**src/rtl/lbist_lfsr.sv**
```systemverilog
// Fibonacci LFSR pattern generator for the logic-BIST controller: one maximal-length N-bit step per enabled clock.
// Optional macro LFSR_SEED_PORT_EN adds a synchronous seed-load port (seed_load/seed).
module lbist_lfsr #(
  parameter int unsigned N    = 20,
  parameter logic [31:0] SEED = 32'd1
) (
  input  logic         clk,
  input  logic         rst,
  input  logic         en,
`ifdef LFSR_SEED_PORT_EN
  input  logic         seed_load,
  input  logic [N-1:0] seed,
`endif
  output logic [N-1:0] dout
);

  // Build a 32-bit mask from up to four 1-indexed tap positions (0 = unused slot).
  function automatic logic [31:0] taps4(input logic [5:0] a, input logic [5:0] b,
                                        input logic [5:0] c, input logic [5:0] d);
    logic [31:0] m;
    m = 32'h0000_0000;
    if (a != 6'd0) m[a - 6'd1] = 1'b1; else m = m;
    if (b != 6'd0) m[b - 6'd1] = 1'b1; else m = m;
    if (c != 6'd0) m[c - 6'd1] = 1'b1; else m = m;
    if (d != 6'd0) m[d - 6'd1] = 1'b1; else m = m;
    return m;
  endfunction

  function automatic logic [N-1:0] tap_mask();
    logic [31:0] m;
    case (N)
      32'd3:   m = taps4(6'd3,  6'd2,  6'd0, 6'd0);
      32'd4:   m = taps4(6'd4,  6'd3,  6'd0, 6'd0);
      32'd5:   m = taps4(6'd5,  6'd3,  6'd0, 6'd0);
      32'd6:   m = taps4(6'd6,  6'd5,  6'd0, 6'd0);
      32'd7:   m = taps4(6'd7,  6'd6,  6'd0, 6'd0);
      32'd8:   m = taps4(6'd8,  6'd6,  6'd5, 6'd4);
      32'd9:   m = taps4(6'd9,  6'd5,  6'd0, 6'd0);
      32'd10:  m = taps4(6'd10, 6'd7,  6'd0, 6'd0);
      32'd11:  m = taps4(6'd11, 6'd9,  6'd0, 6'd0);
      32'd12:  m = taps4(6'd12, 6'd6,  6'd4, 6'd1);
      32'd13:  m = taps4(6'd13, 6'd4,  6'd3, 6'd1);
      32'd14:  m = taps4(6'd14, 6'd5,  6'd3, 6'd1);
      32'd15:  m = taps4(6'd15, 6'd14, 6'd0, 6'd0);
      32'd16:  m = taps4(6'd16, 6'd15, 6'd13, 6'd4);
      32'd17:  m = taps4(6'd17, 6'd14, 6'd0, 6'd0);
      32'd18:  m = taps4(6'd18, 6'd11, 6'd0, 6'd0);
      32'd19:  m = taps4(6'd19, 6'd6,  6'd2, 6'd1);
      32'd20:  m = taps4(6'd20, 6'd17, 6'd0, 6'd0);
      32'd21:  m = taps4(6'd21, 6'd19, 6'd0, 6'd0);
      32'd22:  m = taps4(6'd22, 6'd21, 6'd0, 6'd0);
      32'd23:  m = taps4(6'd23, 6'd18, 6'd0, 6'd0);
      32'd24:  m = taps4(6'd24, 6'd23, 6'd22, 6'd17);
      32'd25:  m = taps4(6'd25, 6'd22, 6'd0, 6'd0);
      32'd26:  m = taps4(6'd26, 6'd6,  6'd2, 6'd1);
      32'd27:  m = taps4(6'd27, 6'd5,  6'd2, 6'd1);
      32'd28:  m = taps4(6'd28, 6'd25, 6'd0, 6'd0);
      32'd29:  m = taps4(6'd29, 6'd27, 6'd0, 6'd0);
      32'd30:  m = taps4(6'd30, 6'd6,  6'd4, 6'd1);
      32'd31:  m = taps4(6'd31, 6'd28, 6'd0, 6'd0);
      32'd32:  m = taps4(6'd32, 6'd22, 6'd2, 6'd1);
      default: m = 32'h0000_0000;
    endcase
    return m[N-1:0];
  endfunction

  if ((N < 32'd3) || (N > 32'd32)) begin : g_bad_width
    $error("lbist_lfsr: N must be in 3..32");
  end

  localparam logic [N-1:0] TAPS     = tap_mask();
  localparam logic [N-1:0] ONE_N    = {{(N-1){1'b0}}, 1'b1};
  localparam logic [N-1:0] SEED_N   = SEED[N-1:0];
  // An all-zero seed would lock the XOR feedback, so it is replaced by 1.
  localparam logic [N-1:0] EFF_SEED = (SEED_N == {N{1'b0}}) ? ONE_N : SEED_N;

  logic [N-1:0] s_r;
  logic [N-1:0] s_next_s;
  logic         fb_s;

  // Next-state selection: seed load, lock-up recovery, shift, or hold.
  always_comb begin
    s_next_s = s_r;
    fb_s     = ^(s_r & TAPS);
`ifdef LFSR_SEED_PORT_EN
    if (seed_load) begin
      s_next_s = (seed == {N{1'b0}}) ? ONE_N : seed;
    end else
`endif
    if (s_r == {N{1'b0}}) begin
      s_next_s = ONE_N;
    end else if (en) begin
      s_next_s = {s_r[N-2:0], fb_s};
    end else begin
      s_next_s = s_r;
    end
  end

  // State register with asynchronous reset to the effective seed.
  always_ff @(posedge clk or posedge rst) begin
    if (rst) begin
      s_r <= EFF_SEED;
    end else begin
      s_r <= s_next_s;
    end
  end

  assign dout = s_r;

endmodule

```
**config.mk**
```make
export PLATFORM = sky130hd
export DESIGN_NAME = lbist_lfsr
export DESIGN_NICKNAME = d
export VERILOG_FILES = /design/src/rtl/lbist_lfsr.sv
export SDC_FILE = /design/constraint.sdc
export NUM_CORES = 1
export LEC_CHECK = 0
export CORE_MARGIN = 2
export CORE_UTILIZATION = 40
export CTS_CLUSTER_DIAMETER = 30
export DETAILED_ROUTE_END_ITERATION = 6
export PLACE_DENSITY = 0.73
export SYNTH_ARGS = -nofsm -noshare
export SYNTH_HDL_FRONTEND = slang
export SYNTH_SLANG_ARGS = --single-unit
```
**constraint.sdc**
```tcl
create_clock -name clk -period 1 [get_ports clk]
set_clock_uncertainty 0.05 [all_clocks]
set_input_delay 0.2 -clock clk [delete_from_list [all_inputs] [get_ports clk]]
set_output_delay 0.2 -clock clk [all_outputs]
set_load 0.01 [all_outputs]
```
# After elaboration in Yosys (flattened, before gate mapping)
# Index checks and enable logic that the tools add are counted.
totals:
  regBits: 20
  input_bits: 3
  out_inout_bits: 20
  word_cells: 6
classes:
  n_mux: 2
  reduce_logical: 3
op_table:
  columns: ["cell", "count"]
  rows:
  - ["$mux 20", 2]
  - ["$logic_not 20->1", 1]
  - ["$reduce_xor 20->1", 1]
  - ["$reduce_bool 2->1", 1]

# Longest topological paths before layout
# Gate-level depths: netlist (run 1).
depth:
  depth_word: 3
  mapped_depth: 3
  depth_no_buf: 3

# Worst setup path after synthesis (run 1)
# OpenSTA, ideal clock, no wires.
synth_path:
  path_type: "reg-to-reg"
  from: "reg s_r[16], in the netlist dout[16]"
  to: "reg s_r[0], in the netlist dout[0]"
  setup_ns: 0.072
  t_arrival_ns: 0.918
  t_required_ns: 0.878
  setup_slack_ns: -0.039
  path_stages_with_launch: 4
  n_path_buf: 0
  synth_period_minus_slack_ns: 1.039
  path_cell_list: "dfrtp_1 -> nor4_2 -> nand3_1 -> o21ai_1"
synth_via:
  elab_chain_cells: 3
  word_cells_on_any_way: 5
  cone_classes: "2 x mux; 3 x reduce/logical"
synth_lines:
  columns: ["item", "line", "source"]
  rows:
  - ["from (decl)", "77", "logic [N-1:0] s_r;"]
  - ["from (signal assigned)", "104", "s_r <= s_next_s;"]
  - ["$reduce_xor 20->1", "84", "fb_s = ^(s_r & TAPS);"]
  - ["$mux 20", "92", "end else if (en) begin"]
  - ["$mux 20", "90", "if (s_r == {N{1'b0}}) begin"]
# Several ways; a longest one is shown, not always the timed one. The select of a mux whose other input is x is not followed.
# A chain may end at the register's enable or synchronous reset.

# Worst setup path after layout (run 1)
layout_path:
  from: "reg s_r[0], in the netlist dout[0]"
  to: "out dout[0]"
layout_rtl:
  columns: ["item", "line", "source"]
  rows:
  - ["to (decl)", "14", "output logic [N-1:0] dout"]
# No word-level cell between the ends.

==> results of run 1 <==
## power breakdown
part	switching, mW	internal, mW
Clock	0.238	0.155
Sequential	0.217	1.19
Combinational	0.984	1.34
## Yosys cell counts (all sizes together)
library cell | n | area share
inv | 1 | 0.0045
dfstp | 1 | 0.032
mux2i | 1 | 0.012
xor2 | 1 | 0.011
nor4 | 5 | 0.071
nand2 | 1 | 0.0045
nand3 | 1 | 0.0061
buf | 2 | 0.018
o21ai | 1 | 0.0061
mux2 | 19 | 0.26
dfrtp | 19 | 0.58
## metal layers
metal  vias to the layer above  global-route usage  routed length [um]
met5                         -                   0                   0
met4                         0             0.04167                  29
met3                         4             0.03988                  75
met2                        16              0.2815                 950
met1                       292              0.2311                 812
li1                        281                   -                   -
## worst max-delay path by stage
stage	slack, ns	endpoint	cells after the start	start
final	-0.19	dout[0]	1	dout[0]$_DFFE_PP1P_
after global routing	-0.23	dout[0]	1	dout[0]$_DFFE_PP1P_
after CTS	-0.19	dout[0]	1	dout[0]$_DFFE_PP1P_
after detailed placement	-0.40	dout[10]$_DFFE_PP0P_	3	en
after global placement	-0.39	dout[6]$_DFFE_PP0P_	3	en
after floorplan	-0.003	dout[0]$_DFFE_PP1P_	3	dout[3]$_DFFE_PP0P_
## stage by stage
stage	util	setup slack, ns	area (um2)	setup TNS (ns)	hold WS [ns]
2_1_floorplan	-	-0.003184	828.3	-0.003184	0.1129
3_3_place_gp	0.6333	-0.3924	1242	-10.15	0.4808
3_5_place_dp	0.6333	-0.4017	1242	-10.28	0.4934
4_1_cts	0.6397	-0.1950	1255	-1.922	0.1614
5_1_grt	0.6550	-0.2323	1285	-2.810	0.1608
6_report	0.6550	-0.1881	1285	-1.955	0.1487
## layout make-up
cell class | count | area [um2] | area share
Sequential cell | 20 | 504.2 | 0.3924
Timing Repair Buffer | 45 | 379.1 | 0.2950
Multi-Input combinational cell | 29 | 337.8 | 0.2629
Tap cell | 27 | 33.78 | 0.02629
Clock buffer | 4 | 26.28 | 0.02045
Inverter | 1 | 3.754 | 0.002921
## kinds of logic after synthesis
logic type	count (synthesis)
flops	20
xor+xnor	1
simple gates	7
buf+inv	3
mux	20
compound gates	1
## what timing repair did
action / in CTS / in global routing
resized for setup: 87 / 6
pin swaps: 3 / 3
setup buffers: 2 / 0
gates cloned: 1 / 0
setup endpoints to repair: 40 / 27
==> results.sh, run 1 <==
export IMPL_yosys_area_share_adder=0
export IMPL_grt_overflow=0
export IMPL_io_buffers=22
export IMPL_synth_mux_area_frac=0.2712
export IMPL_grt_first_pass_wirelength_um=3125
export IMPL_fin_ws_ns=-0.1881
export IMPL_ant_nets=0
export IMPL_drc=0
export IMPL_crit_chain="buf_6"
export IMPL_cts_clk_slew_worst_paths_ns=0.12
export IMPL_rsz0062_at_grt="yes"
export IMPL_grt_use_total=0.1719
export IMPL_clock_sinks=20
export IMPL_synth_top_family_by_area="multiplexers"
export IMPL_gp_routability_congestion=0.7525
export IMPL_dieArea_um2=2444
export IMPL_cts_tree="yes"
export IMPL_synth_compound_area_frac=0.006061
export IMPL_hp_class="input pin to async pin"
export IMPL_fin_cells=126
export IMPL_area_growth_pct=55.61
export IMPL_layout_common_cells="mux2_2, dfrtp_1, buf_4"
export IMPL_cpLargestDelayFamily="flip-flops"
export IMPL_hold_buffers=0
export IMPL_violations="setup timing"
export IMPL_rr_worst_depth=4
export IMPL_wire_per_inst_um=14.83
export IMPL_start_kind="flop"
export IMPL_htree_levels=1
export IMPL_maxSlewViolCount=0
export IMPL_via_count=593
export IMPL_worst_slew_pin_slew_ns=0.2238
export IMPL_yosysSeqAreaShare=0.6076
export IMPL_timing_rr_end="dout[0]$_DFFE_PP1P_"
export IMPL_layout_commonest_cell="mux2_2"
export IMPL_coreArea_um2=1962
export IMPL_critical_path_buf_inv_count=1
export IMPL_die_h_um=49.44
export IMPL_firstDrtPassIters=5
export IMPL_fill_cells=169
export IMPL_outcome="finished, violations left"
export IMPL_clock_latency_ns=0.30
export IMPL_total_leakage_power_nw=0.6523
export IMPL_clockBufferDepth=2
export IMPL_fin_crit_ns=1.188
export IMPL_r2r_slack_ns=-0.18
export IMPL_ys_types=13
export IMPL_min_period_over_period=1.188
export IMPL_slowest_delay_ns=0.55
export IMPL_antenna_found_initial=0
export IMPL_numCtsBuffers=3
export IMPL_vias_per_cell=4.706
export IMPL_power_total_mw=4.127
export IMPL_synth_area_um2=825.8
export IMPL_slew_headroom=0.8497
export IMPL_crit_path_end_kind="output pin"
export IMPL_fin_nets=103
export IMPL_worst_path_max_delay_cell="dfstp_2"
export IMPL_reg2reg_from="dout[3]$_DFFE_PP0P_"
export IMPL_largest_reg_flops=20
export IMPL_path_class="flop to output pin"
export IMPL_finalSetupViolCount=22
export IMPL_syn_nets=55
export IMPL_cp_max_fo=2
export IMPL_grt_max_degree=21
export IMPL_hpwl_um=1153
export IMPL_yosysWarnings=0
export IMPL_synth_seq_cells=20
export IMPL_pin_count=23
export IMPL_n_antenna_cell=0
export IMPL_drive_above_1_share=0.7273
export IMPL_arrival_ns=0.94
export IMPL_drtIter0Drc=2
export IMPL_syn_mean_instance_area_um2=15.88
export IMPL_num_rows=16
export IMPL_grt_pass1_vias=626
export IMPL_synth_simple_area_share=0.08182
export IMPL_initial_core_util=0.4209
export IMPL_powerDensity_nw_per_um2=3212
export IMPL_die_w_um=49.44
export IMPL_vdd_drop_max_v=0.001570
export IMPL_syn_instance_count=52
export IMPL_cap_violations=0
export IMPL_finalHoldViolCount=0
export IMPL_fmax_ghz=0.8417
export IMPL_synth_xor_area_frac=0.01061
export IMPL_wirelength_um=1868
export IMPL_placed_cells=119
export IMPL_required_ns=0.75
export IMPL_cts_root_buf="clkbuf_4"
Power figures use the tool's default switching activity.
==> inputs of run 2 (changes only) <==
--- a/config.mk
+++ b/config.mk
@@ -5,7 +5,7 @@
 export SDC_FILE = /design/constraint.sdc
 export NUM_CORES = 1
 export LEC_CHECK = 0
-export CORE_MARGIN = 2
+export CORE_MARGIN = 4
 export CORE_UTILIZATION = 40
 export CTS_CLUSTER_DIAMETER = 30
 export DETAILED_ROUTE_END_ITERATION = 6
==> run 2 against run 1 <==
Against the previous run:
- the run still ends with setup timing left
- sequential power barely moved
- combinational power rose by 3%
- die area rose by 17%
- utilization rose by 1.3 points
- cell count rose by 0.79%
- power rose by 1.4%
- critical path type unchanged
==> results.sh, run 2 (synthesis gave the netlist of run 1 again) <==
export IMPL_initial_core_util=0.4209
export IMPL_largest_reg_flops=20
export IMPL_swShare=0.3406
export IMPL_path_class="flop to output pin"
export IMPL_power_total_mw=4.185
export IMPL_fin_cells=127
export IMPL_multi_input_area_um2=347.8
export IMPL_worst_slew_pin_slew_ns=0.2160
export IMPL_clockBufferDepth=2
export IMPL_pwr_share_comb=0.574
export IMPL_p_clk_frac=0.095
export IMPL_area_growth_pct=58.79
export IMPL_powerDensity_nw_per_um2=3191
export IMPL_gp_routability_congestion=0.7534
export IMPL_grt_max_degree=21
export IMPL_layout_common_cells="mux2_2, dfrtp_1, buf_4"
export IMPL_drive_above_1_share=0.7400
export IMPL_violations="setup timing"
export IMPL_ant_nets=0
export IMPL_arrival_ns=0.94
export IMPL_layout_area_seq_um2=504.2
export IMPL_fin_ws_ns=-0.1898
export IMPL_via_count=610
export IMPL_worstSetupPathDepth=1
export IMPL_num_rows=16
export IMPL_dieArea_um2=2855
export IMPL_coreArea_um2=1962
export IMPL_hp_class="input pin to async pin"
export IMPL_fill_cells=159
export IMPL_layout_commonest_cell="mux2_2"
export IMPL_pin_count=23
export IMPL_total_leakage_power_nw=0.6639
export IMPL_die_h_um=53.44
export IMPL_postLayoutCoreUtil=0.6684
export IMPL_io_buffers=22
export IMPL_p_switching_mw=1.425
export IMPL_htree_levels=1
export IMPL_grt_overflow=0
export IMPL_antenna_found_initial=0
export IMPL_grt_first_pass_wirelength_um=2953
export IMPL_grt_use_total=0.1457
export IMPL_slowest_delay_ns=0.55
export IMPL_required_ns=0.75
export IMPL_grt_pass1_vias=641
export IMPL_finalSetupViolCount=23
export IMPL_cts_clk_slew_worst_paths_ns=0.11
export IMPL_drtIter0Drc=4
export IMPL_numCtsBuffers=3
export IMPL_worst_path_max_delay_cell="dfstp_2"
export IMPL_clock_sinks=20
export IMPL_vdd_drop_max_v=0.001687
export IMPL_critical_path_buf_inv_count=1
export IMPL_wirelength_um=1779
export IMPL_drc=0
export IMPL_placed_cells=119
export IMPL_crit_chain="buf_6"
export IMPL_rsz0062_at_grt="yes"
export IMPL_cts_tree="yes"
export IMPL_cp_max_fo=2
export IMPL_fin_nets=104
export IMPL_hpwl_um=1219
export IMPL_fin_crit_ns=1.190
export IMPL_die_w_um=53.44
export IMPL_cap_violations=0
export IMPL_internal_power_mw=2.759
export IMPL_pwr_share_seq=0.332
export IMPL_clock_latency_ns=0.30
export IMPL_outcome="finished, violations left"
export IMPL_fmax_ghz=0.8405
export IMPL_wire_per_inst_um=14.01
export IMPL_maxSlewViolCount=0
export IMPL_start_kind="flop"
export IMPL_rr_worst_depth=4
export IMPL_min_period_over_period=1.190
export IMPL_firstDrtPassIters=2
export IMPL_cts_root_buf="clkbuf_4"
export IMPL_n_antenna_cell=0
export IMPL_cpLargestDelayFamily="flip-flops"
export IMPL_crit_path_end_kind="output pin"
export IMPL_vias_per_cell=4.803
export IMPL_finalHoldViolCount=0
export IMPL_slew_headroom=0.8548
-- run 2: layout make-up --
cell class                      instances  area share
Clock buffer                            4     0.02004
Multi-Input combinational cell         29      0.2653
Inverter                                1    0.002863
Timing Repair Buffer                   46      0.3015
Tap cell                               27     0.02576
Sequential cell                        20      0.3845
-- run 2: worst reg2reg max path: cells and delay by family (launching register included) --
family,cells,cell delay (ns)
AO/OA/AOI/OAI,1,0.13
buffers and inverters,1,0.14
flip-flops,1,0.39
AND/OR/NAND/NOR,2,0.35
-- run 2: final timing paths --
| kind | startpoint | to | slack [ns] |
|---|---|---|---|
| worst max-delay path | dout[0]$_DFFE_PP1P_ | dout[0] | -0.19 |
| worst min-delay path | rst | dout[5]$_DFFE_PP0P_ | 0.16 |
| worst max register to register | dout[7]$_DFFE_PP0P_ | dout[0]$_DFFE_PP1P_ | -0.14 |
| worst min register to register | dout[8]$_DFFE_PP0P_ | dout[0]$_DFFE_PP1P_ | 0.57 |
| max in group asynchronous | rst | dout[0]$_DFFE_PP1P_ | 0.52 |
| min in group clk | en | dout[9]$_DFFE_PP0P_ | 0.46 |
-- run 2: layer usage --
metal / global-route usage / up-vias / share of wire / routed length, um
li1: - / 290 / - / -
met1: 0.1908 / 300 / 0.46 / 818
met2: 0.2388 / 16 / 0.49 / 867
met3: 0.01690 / 4 / 0.039 / 69
met4: 0.06383 / 0 / 0.013 / 24
met5: 0 / - / 0 / 0
-- run 2: metrics by stage --
stage          area [um2]   TNS (ns)  hold slack, ns  setup WS, ns
6_report             1311     -1.986          0.1579       -0.1898
5_1_grt              1311     -2.849          0.1635       -0.2314
4_1_cts              1286     -2.203          0.1607       -0.2004
3_5_place_dp         1242     -10.42          0.4944       -0.4120
3_3_place_gp         1242     -10.19          0.4808       -0.3928
2_1_floorplan       828.3  -0.003184          0.1129     -0.003184
-- run 2: timing repair --
item | 4_1_cts | 5_1_grt
pin swaps | 3 | 1
endpoints found under the setup margin | 40 | 25
hold buffers | 0 | 0
gates cloned | 1 | 0
gates resized for setup | 92 | 4
buffers inserted | 4 | 0
-- run 2: power by group through the flow --
stage / sequential [mW] / clock, mW / combinational, mW
after floorplan: 1.74 / 0 / 0.559
after global placement: 1.41 / 0 / 2.25
after detailed placement: 1.41 / 0 / 2.29
after CTS: 1.38 / 0.411 / 2.32
after global routing: 1.44 / 0.435 / 2.60
final: 1.39 / 0.396 / 2.40
